$ cat config.mk
export PLATFORM = sky130hd
export DESIGN_NAME = spi_xfer_ctrl
export DESIGN_NICKNAME = d
export VERILOG_FILES = /design/src/rtl/spi_pkg.sv /design/src/rtl/spi_xfer_ctrl_clk_gen.sv /design/src/rtl/spi_xfer_ctrl.sv
export SDC_FILE = /design/constraint.sdc
export NUM_CORES = 1
export LEC_CHECK = 0
export BUFFER_PORTS_ARGS = -buffer_cell sky130_fd_sc_hd__buf_2
export CAP_MARGIN = 10
export CORE_MARGIN = 2
export CORE_UTILIZATION = 40
export DETAILED_ROUTE_END_ITERATION = 8
export SLEW_MARGIN = 5
export SYNTH_ARGS = -nofsm -noshare
export SYNTH_HDL_FRONTEND = slang
export SYNTH_SLANG_ARGS = --single-unit
$ cat constraint.sdc
create_clock -name clk -period 4.5 [get_ports clk]
set_clock_uncertainty 0.05 [all_clocks]
set_input_delay 0.675 -clock clk [delete_from_list [all_inputs] [get_ports clk]]
set_output_delay 0.675 -clock clk [all_outputs]
set_load 0.02 [all_outputs]
$ cat src/rtl/spi_pkg.sv
// ---------------------------------------------------------------------------
// spi_pkg
// Shared types and constants for the SPI byte sequencer (spi_xfer_ctrl) and
// its SCLK generator (spi_clk_gen).
//   spi_state_e    : sequencer FSM state encoding
//   SPI_BYTE_W     : bits per transfer
//   SPI_HALF_EDGES : SCLK toggles per byte (two per bit)
//   bit_idx()      : maps a running bit count onto a byte bit position
// ---------------------------------------------------------------------------
package spi_pkg;

    localparam int SPI_BYTE_W     = 8;
    localparam int SPI_HALF_EDGES = 16;
    localparam int SPI_BIT_W      = $clog2(SPI_BYTE_W);
    localparam int SPI_EDGE_W     = $clog2(SPI_HALF_EDGES + 1);

    typedef enum logic [1:0] {
        ST_IDLE   = 2'd0,
        ST_SETUP  = 2'd1,
        ST_SHIFT  = 2'd2,
        ST_CS_GAP = 2'd3
    } spi_state_e;

    // Bit n of the serial stream lives at position n (LSB-first) or
    // SPI_BYTE_W-1-n (MSB-first) of the parallel byte.
    function automatic logic [SPI_BIT_W-1:0] bit_idx(input logic [SPI_BIT_W-1:0] n,
                                                     input logic                 lsb);
        logic [SPI_BIT_W-1:0] top;
        top = SPI_BIT_W'(SPI_BYTE_W - 1);
        return lsb ? n : (top - n);
    endfunction

endpackage

$ cat src/rtl/spi_xfer_ctrl_clk_gen.sv
// ---------------------------------------------------------------------------
// spi_clk_gen
// SCLK divider for the SPI sequencer. While en is high it counts half-periods
// of clk_div+1 clk cycles. The first half-period after en rises is a setup
// interval with no SCLK toggle; every later half-period ends with a toggle.
// While en is low SCLK is parked at cpol and the divider is cleared.
//   clk, rst_n  : system clock, async active-low reset
//   en          : run the divider
//   clk_div     : half-period length minus one
//   cpol        : SCLK idle level
//   sclk        : registered SCLK
//   half_stb    : last clk cycle of any half-period (including setup)
//   lead_stb    : SCLK leaves cpol at the coming clk edge
//   trail_stb   : SCLK returns to cpol at the coming clk edge
// The strobes are combinational so the sequencer acts on the same clk edge
// that moves SCLK.
// ---------------------------------------------------------------------------
module spi_clk_gen #(
    parameter int DIV_W = 8
) (
    input  logic             clk,
    input  logic             rst_n,
    input  logic             en,
    input  logic [DIV_W-1:0] clk_div,
    input  logic             cpol,
    output logic             sclk,
    output logic             half_stb,
    output logic             lead_stb,
    output logic             trail_stb
);

    localparam logic [DIV_W-1:0] CNT_ONE = DIV_W'(1);

    logic [DIV_W-1:0] cnt_q;
    logic             sclk_q;
    logic             armed_q;   // setup half-period has elapsed

    assign half_stb  = en && (cnt_q == clk_div);
    assign lead_stb  = half_stb && armed_q && (sclk_q == cpol);
    assign trail_stb = half_stb && armed_q && (sclk_q != cpol);
    assign sclk      = sclk_q;

    // NOTE: state registers use non-blocking assignments so every flop
    // samples pre-edge values regardless of statement order.
    always_ff @(posedge clk or negedge rst_n) begin
        if (!rst_n) begin
            cnt_q   <= '0;
            sclk_q  <= 1'b0;
            armed_q <= 1'b0;
        end else if (!en) begin
            cnt_q   <= '0;
            sclk_q  <= cpol;
            armed_q <= 1'b0;
        end else if (half_stb) begin
            cnt_q   <= '0;
            armed_q <= 1'b1;
            if (armed_q) begin
                sclk_q <= ~sclk_q;
            end
        end else begin
            cnt_q <= cnt_q + CNT_ONE;
        end
    end

endmodule

$ cat src/rtl/spi_xfer_ctrl.sv
// ---------------------------------------------------------------------------
// spi_xfer_ctrl
// Byte-level SPI master sequencer. Accepts one byte per start pulse in IDLE,
// owns chip select, generates SCLK in all four CPOL/CPHA modes, shifts MOSI
// out and MISO in, and pulses done for one cycle with rx_data valid.
//   clk, rst_n        : system clock, async active-low reset
//   start             : request a byte transfer (honoured only in IDLE)
//   tx_data           : byte to send
//   clk_div           : SCLK half-period = clk_div+1 clk cycles
//   cpol, cpha        : SPI mode
//   last              : release cs_n after this byte
//   lsb_first         : bit order (only with SPI_LSB_FIRST_EN)
//   miso              : serial data from slave
//   busy              : transfer in progress
//   done, rx_data     : completion pulse and received byte
//   sclk, mosi, cs_n  : SPI pins, all registered
// All transfer controls are captured at accept.
// Build option: define SPI_LSB_FIRST_EN to honour lsb_first; otherwise the
// port is ignored and every transfer is MSB-first.
// ---------------------------------------------------------------------------
module spi_xfer_ctrl
    import spi_pkg::*;
#(
    parameter int DIV_W       = 8,
    parameter int CS_IDLE_CYC = 2
) (
    input  logic                  clk,
    input  logic                  rst_n,
    input  logic                  start,
    input  logic [SPI_BYTE_W-1:0] tx_data,
    input  logic [DIV_W-1:0]      clk_div,
    input  logic                  cpol,
    input  logic                  cpha,
    input  logic                  last,
    input  logic                  lsb_first,
    input  logic                  miso,
    output logic                  busy,
    output logic                  done,
    output logic [SPI_BYTE_W-1:0] rx_data,
    output logic                  sclk,
    output logic                  mosi,
    output logic                  cs_n
);

    localparam int GAP_W = (CS_IDLE_CYC > 1) ? $clog2(CS_IDLE_CYC) : 1;

    localparam logic [SPI_BIT_W-1:0]  BIT_LAST  = SPI_BIT_W'(SPI_BYTE_W - 1);
    localparam logic [SPI_BIT_W-1:0]  BIT_ONE   = SPI_BIT_W'(1);
    localparam logic [SPI_EDGE_W-1:0] EDGE_ONE  = SPI_EDGE_W'(1);
    localparam logic [SPI_EDGE_W-1:0] EDGE_END  = SPI_EDGE_W'(SPI_HALF_EDGES);
    localparam logic [SPI_EDGE_W-1:0] EDGE_FIN  = SPI_EDGE_W'(SPI_HALF_EDGES - 1);
    localparam logic [GAP_W-1:0]      GAP_LOAD  = GAP_W'(CS_IDLE_CYC - 1);
    localparam logic [GAP_W-1:0]      GAP_ONE   = GAP_W'(1);

    spi_state_e            state_q;
    logic [SPI_BYTE_W-1:0] tx_q;
    logic [SPI_BYTE_W-1:0] rx_sr_q;
    logic [SPI_BYTE_W-1:0] rx_sr_d;
    logic [SPI_BIT_W-1:0]  bit_q;
    logic [SPI_EDGE_W-1:0] edge_q;
    logic [GAP_W-1:0]      gap_q;
    logic [DIV_W-1:0]      clk_div_q;
    logic                  cpol_q;
    logic                  cpha_q;
    logic                  last_q;
    logic                  lsb_q;
    logic                  busy_q;
    logic                  done_q;
    logic [SPI_BYTE_W-1:0] rx_data_q;
    logic                  mosi_q;
    logic                  cs_n_q;

    logic lsb_in;
    logic accept;
    logic cpol_src;
    logic gen_en;
    logic half_stb;
    logic lead_stb;
    logic trail_stb;
    logic sample_stb;

`ifdef SPI_LSB_FIRST_EN
    assign lsb_in = lsb_first;
`else
    logic unused_lsb_first;
    assign unused_lsb_first = lsb_first;
    assign lsb_in           = 1'b0;
`endif

    assign accept = (state_q == ST_IDLE) && start;

    // Feed the new cpol straight through on accept so SCLK already sits at
    // the new idle level in the first SETUP cycle.
    assign cpol_src = accept ? cpol : cpol_q;

    // The divider stops once the 16th toggle has been issued; the sequencer
    // spends that one cycle in SHIFT presenting done.
    assign gen_en = (state_q == ST_SETUP) ||
                    ((state_q == ST_SHIFT) && (edge_q != EDGE_END));

    assign sample_stb = cpha_q ? trail_stb : lead_stb;

    spi_clk_gen #(
        .DIV_W (DIV_W)
    ) u_clk_gen (
        .clk       (clk),
        .rst_n     (rst_n),
        .en        (gen_en),
        .clk_div   (clk_div_q),
        .cpol      (cpol_src),
        .sclk      (sclk),
        .half_stb  (half_stb),
        .lead_stb  (lead_stb),
        .trail_stb (trail_stb)
    );

    // NOTE: every always_comb output gets a default first so no path leaves
    // it unassigned, which would otherwise infer a latch.
    always_comb begin
        rx_sr_d = rx_sr_q;
        if (sample_stb) begin
            rx_sr_d[bit_idx(bit_q, lsb_q)] = miso;
        end
    end

    always_ff @(posedge clk or negedge rst_n) begin
        if (!rst_n) begin
            state_q   <= ST_IDLE;
            tx_q      <= '0;
            rx_sr_q   <= '0;
            bit_q     <= '0;
            edge_q    <= '0;
            gap_q     <= '0;
            clk_div_q <= '0;
            cpol_q    <= 1'b0;
            cpha_q    <= 1'b0;
            last_q    <= 1'b0;
            lsb_q     <= 1'b0;
            busy_q    <= 1'b0;
            done_q    <= 1'b0;
            rx_data_q <= '0;
            mosi_q    <= 1'b0;
            cs_n_q    <= 1'b1;
        end else begin
            done_q  <= 1'b0;
            rx_sr_q <= rx_sr_d;

            case (state_q)
                ST_IDLE: begin
                    if (start) begin
                        tx_q      <= tx_data;
                        clk_div_q <= clk_div;
                        cpol_q    <= cpol;
                        cpha_q    <= cpha;
                        last_q    <= last;
                        lsb_q     <= lsb_in;
                        bit_q     <= '0;
                        edge_q    <= '0;
                        mosi_q    <= tx_data[bit_idx('0, lsb_in)];
                        cs_n_q    <= 1'b0;
                        busy_q    <= 1'b1;
                        state_q   <= ST_SETUP;
                    end
                end

                ST_SETUP: begin
                    if (half_stb) begin
                        state_q <= ST_SHIFT;
                    end
                end

                ST_SHIFT: begin
                    if (edge_q == EDGE_END) begin
                        // Cycle in which done is presented.
                        if (last_q) begin
                            cs_n_q  <= 1'b1;
                            gap_q   <= GAP_LOAD;
                            state_q <= ST_CS_GAP;
                        end else begin
                            busy_q  <= 1'b0;
                            state_q <= ST_IDLE;
                        end
                    end else if (lead_stb || trail_stb) begin
                        edge_q <= edge_q + EDGE_ONE;

                        // Bit counter advances on the first seven trailing
                        // edges and then holds at the final bit.
                        if (trail_stb && (bit_q != BIT_LAST)) begin
                            bit_q <= bit_q + BIT_ONE;
                            if (!cpha_q) begin
                                mosi_q <= tx_q[bit_idx(bit_q + BIT_ONE, lsb_q)];
                            end
                        end
                        if (cpha_q && lead_stb) begin
                            mosi_q <= tx_q[bit_idx(bit_q, lsb_q)];
                        end

                        if (edge_q == EDGE_FIN) begin
                            done_q    <= 1'b1;
                            rx_data_q <= rx_sr_d;
                        end
                    end
                end

                ST_CS_GAP: begin
                    if (gap_q == '0) begin
                        busy_q  <= 1'b0;
                        state_q <= ST_IDLE;
                    end else begin
                        gap_q <= gap_q - GAP_ONE;
                    end
                end

                default: begin
                    state_q <= ST_IDLE;
                end
            endcase
        end
    end

    assign busy    = busy_q;
    assign done    = done_q;
    assign rx_data = rx_data_q;
    assign mosi    = mosi_q;
    assign cs_n    = cs_n_q;

endmodule

==> impl_metrics.py <==
metrics = {
    "pwr": {
        "leakage_nw": 1.686,
        "worst_ir_drop_vdd_uv": 239.2,
        "powerDensity_mw_per_mm2": 543.5,
    },
    "sta": {
        "slew_headroom_pct": 44.64,
        "layout_min_cycle_time_ps": 2638,
        "worst_pin_slew_ps": 830.3,
        "finalHoldViolations": 0,
        "setup_tns_ps": 0,
        "timing.final.crit_share_pct": 58.62,
        "setup_viol": 0,
        "finalMaxSlewViolations": 0,
        "rsz0062_at_grt": "false",
        "fmax_mhz": 379.1,
    },
    "logic_synthesis": {
        "synth_common_cells": "nand2_1 (64), dfrtp_1 (59), nor2_1 (15)",
        "synth_area_leader_cell": "dfrtp_1",
        "synth_cells": 291,
        "yosysMostFrequentCell": "nand2_1",
        "synth_cell_types": 48,
        "synth-edff-count": 0,
        "synth_area_mm2": 0.003014,
        "ys_seq_area_share_pct": 49.85,
        "async_flop_share_pct": 100.0,
        "synth_ff_type": "dfrtp_1",
        "synth_top_area_share_pct": 48.98,
        "yosysWarnings": 0,
        "ys_seq_elements": 60,
        "synthTopCellsByArea": "dfrtp_1 (49%), nand2_1 (8.0%), mux2_2 (4.1%)",
        "synth.net_count": 321,
        "avgSynthCellArea_um2": 10.36,
    },
    "floorplan": {
        "core_area_mm2": 0.007292,
        "num_rows": 31,
        "chipWidth_um": 90.81,
        "fp.dieH_um": 90.81,
        "boundaryPins": 37,
        "start_util_pct": 41.33,
        "dieArea_mm2": 0.008246,
    },
    "clock_network": {
        "cts_setup_buffers": 0,
        "clock_latency_ps": 340,
        "numCtsBuffers": 9,
        "path_clk_slew_ps": 70,
        "post_cts_resized": 0,
        "cts_hold_buf": 0,
        "cts_tree": "yes",
        "clockBufferDepth": 2,
        "cts_htree_levels": 3,
        "cts.sinks": 60,
        "root_buffer": "clkbuf_8",
    },
    "critical_path": {
        "worstPathArrival_ps": 2810,
        "crit_required_ps": 4680,
        "startpoint": "edge_q[0]$_DFFE_PN0P_",
        "path_class": "register to register",
        "end_kind": "register",
        "r2r_start": "edge_q[0]$_DFFE_PN0P_",
        "worstPathMaxFanout": 12,
        "critPathLaunchType": "register",
    },
    "global_route": {
        "grtUsageTotal_pct": 15.27,
        "grt_max_degree": 35,
        "grt_pass1_wl_mm": 9.984,
        "grt_pass1_vias": 2109,
        "gr-total-overflow": 0,
        "antenna_found_initial": 0,
    },
    "finish": {
        "syn_to_final_growth_pct": 14.78,
        "diodes": 0,
        "drive_gt1_share_pct": 23.35,
        "fill_cells": 730,
        "register_area_mm2": 0.001503,
        "multi_input_area_mm2": 0.001416,
        "nNetsFinal": 359,
        "final_util_pct": 47.44,
    },
    "hold_path": {
        "min_path_type": "primary input to asynchronous set/reset pin",
    },
    "drt": {
        "wl_per_cell_um": 13.37,
        "ant_nets": 0,
        "top_layer": "met4",
        "drt-pass1-iter-count": 4,
        "drc": 0,
        "met2_length_mm": 2.609,
        "vias": 2121,
        "route.detailed.vias_per_inst": 4.898,
        "drt-initial-drc-count": 140,
        "wl_mm": 5.791,
        "wl_met3_um": 197,
        "wl_met1_mm": 2.878,
    },
    "run": {
        "cap_violations": 0,
    },
    "place": {
        "routabilityCongestion": 0.7889,
        "io_buffers": 35,
        "dp.final_hpwl_mm": 3.993,
    },
    "outcome": {
        "status": "finished, final reports clean",
    },
}
through the flow:
| step | setup WS [ps] | hold slack (ps) | power (W) | instances | area, µm² |
|---|---|---|---|---|---|
| 2_1_floorplan | 2107 | 329.4 | 0.001276 | 291 | 3014 |
| 3_3_place_gp | 1751 | 426.6 | 0.001417 | 417 | 3282 |
| 3_5_place_dp | 1766 | 426.8 | 0.001432 | 417 | 3282 |
| 4_1_cts | 1861 | 318.5 | 0.001899 | 433 | 3460 |
| 5_1_grt | 1722 | 343.7 | 0.002027 | 433 | 3460 |
| 6_report | 1862 | 297.4 | 0.001880 | 433 | 3460 |
area by class of cell:
type                    instances  share of cell area (%)
flip-flops and latches         60                   43.44
clock inverters                 2                   1.013
clock buffers                  14                   4.123
repair buffers                 37                   5.497
inverters                      13                   1.410
multi-input cells             208                   40.94
well taps                      99                   3.580
per-layer routing:
layer | vias to the layer above | global-route usage, %
li1 | 1069 | -
met2 | 26 | 22.76
met4 | 0 | 6.439
met3 | 9 | 4.257
met5 | - | 0
met1 | 1017 | 20.96
worst max-delay path, stage by stage, from the launching register on:
cell	delay (ps)
dfrtp_1	430
inv_1	60
ha_1	200
and4bb_4	230
o21ai_4	180
nor4b_4	560
nand4_1	220
mux2_4	340
mux2_2	260
kinds of logic after synthesis:
logic type / synth area share [%]
buf+inv: 3.155
mux: 10.13
compound gates: 8.220
fa+ha+maj: 2.491
flops: 49.86
simple gates: 20.71
xor+xnor: 5.438
report_power, final:
| group | leakage, nW | internal (W) | total, W | switching [W] |
|---|---|---|---|---|
| Combinational | 0.817 | 0.000259 | 0.000570 | 0.000311 |
| Clock | 0.0887 | 0.000256 | 0.000462 | 0.000206 |
| Sequential | 0.781 | 0.000693 | 0.000848 | 0.000155 |
| Total | 1.69 | 0.00121 | 0.00188 | 0.000671 |
final timing paths:
kind / to / slack (ps) / cells past startpoint
worst max-delay path: rx_data[1]$_DFFE_PN0P_ / 1860 / 8
worst min-delay path: edge_q[4]$_DFFE_PN0P_ / 300 / 1
worst max register to register: rx_data[1]$_DFFE_PN0P_ / 1860 / 8
worst min register to register: rx_sr_q[6]$_DFF_PN0_ / 440 / 1
max in group asynchronous: bit_q[2]$_DFFE_PN0P_ / 3240 / 2
min in group clk: rx_sr_q[6]$_DFF_PN0_ / 440 / 1
layout by cell type (no fill, tap or decap), drive strengths merged, types with 2 or more instances in the layout:
cell type / count
nand2: 64
dfrtp: 59
buf: 37
mux2: 19
nor2: 15
clkbuf: 14
inv: 13
o21ai: 13
nand3: 11
a21oi: 11
xnor2: 10
nand4: 7
xor2: 6
ha: 6
nand2b: 6
and3: 4
nor2b: 3
nand4b: 3
a22o: 3
nand3b: 3
mux2i: 2
o211a: 2
o22ai: 2
a31oi: 2
mux4: 2
registers in the layout, indices dropped and copies added (netlist names), 2 cells and up:
signal / count
bit_q: 3
clk_div_q: 8
edge_q: 5
rx_data: 8
rx_sr_q: 8
state_q: 2
tx_q: 8
u_clk_gen.cnt_q: 8
(Power assumes the default switching activity.)
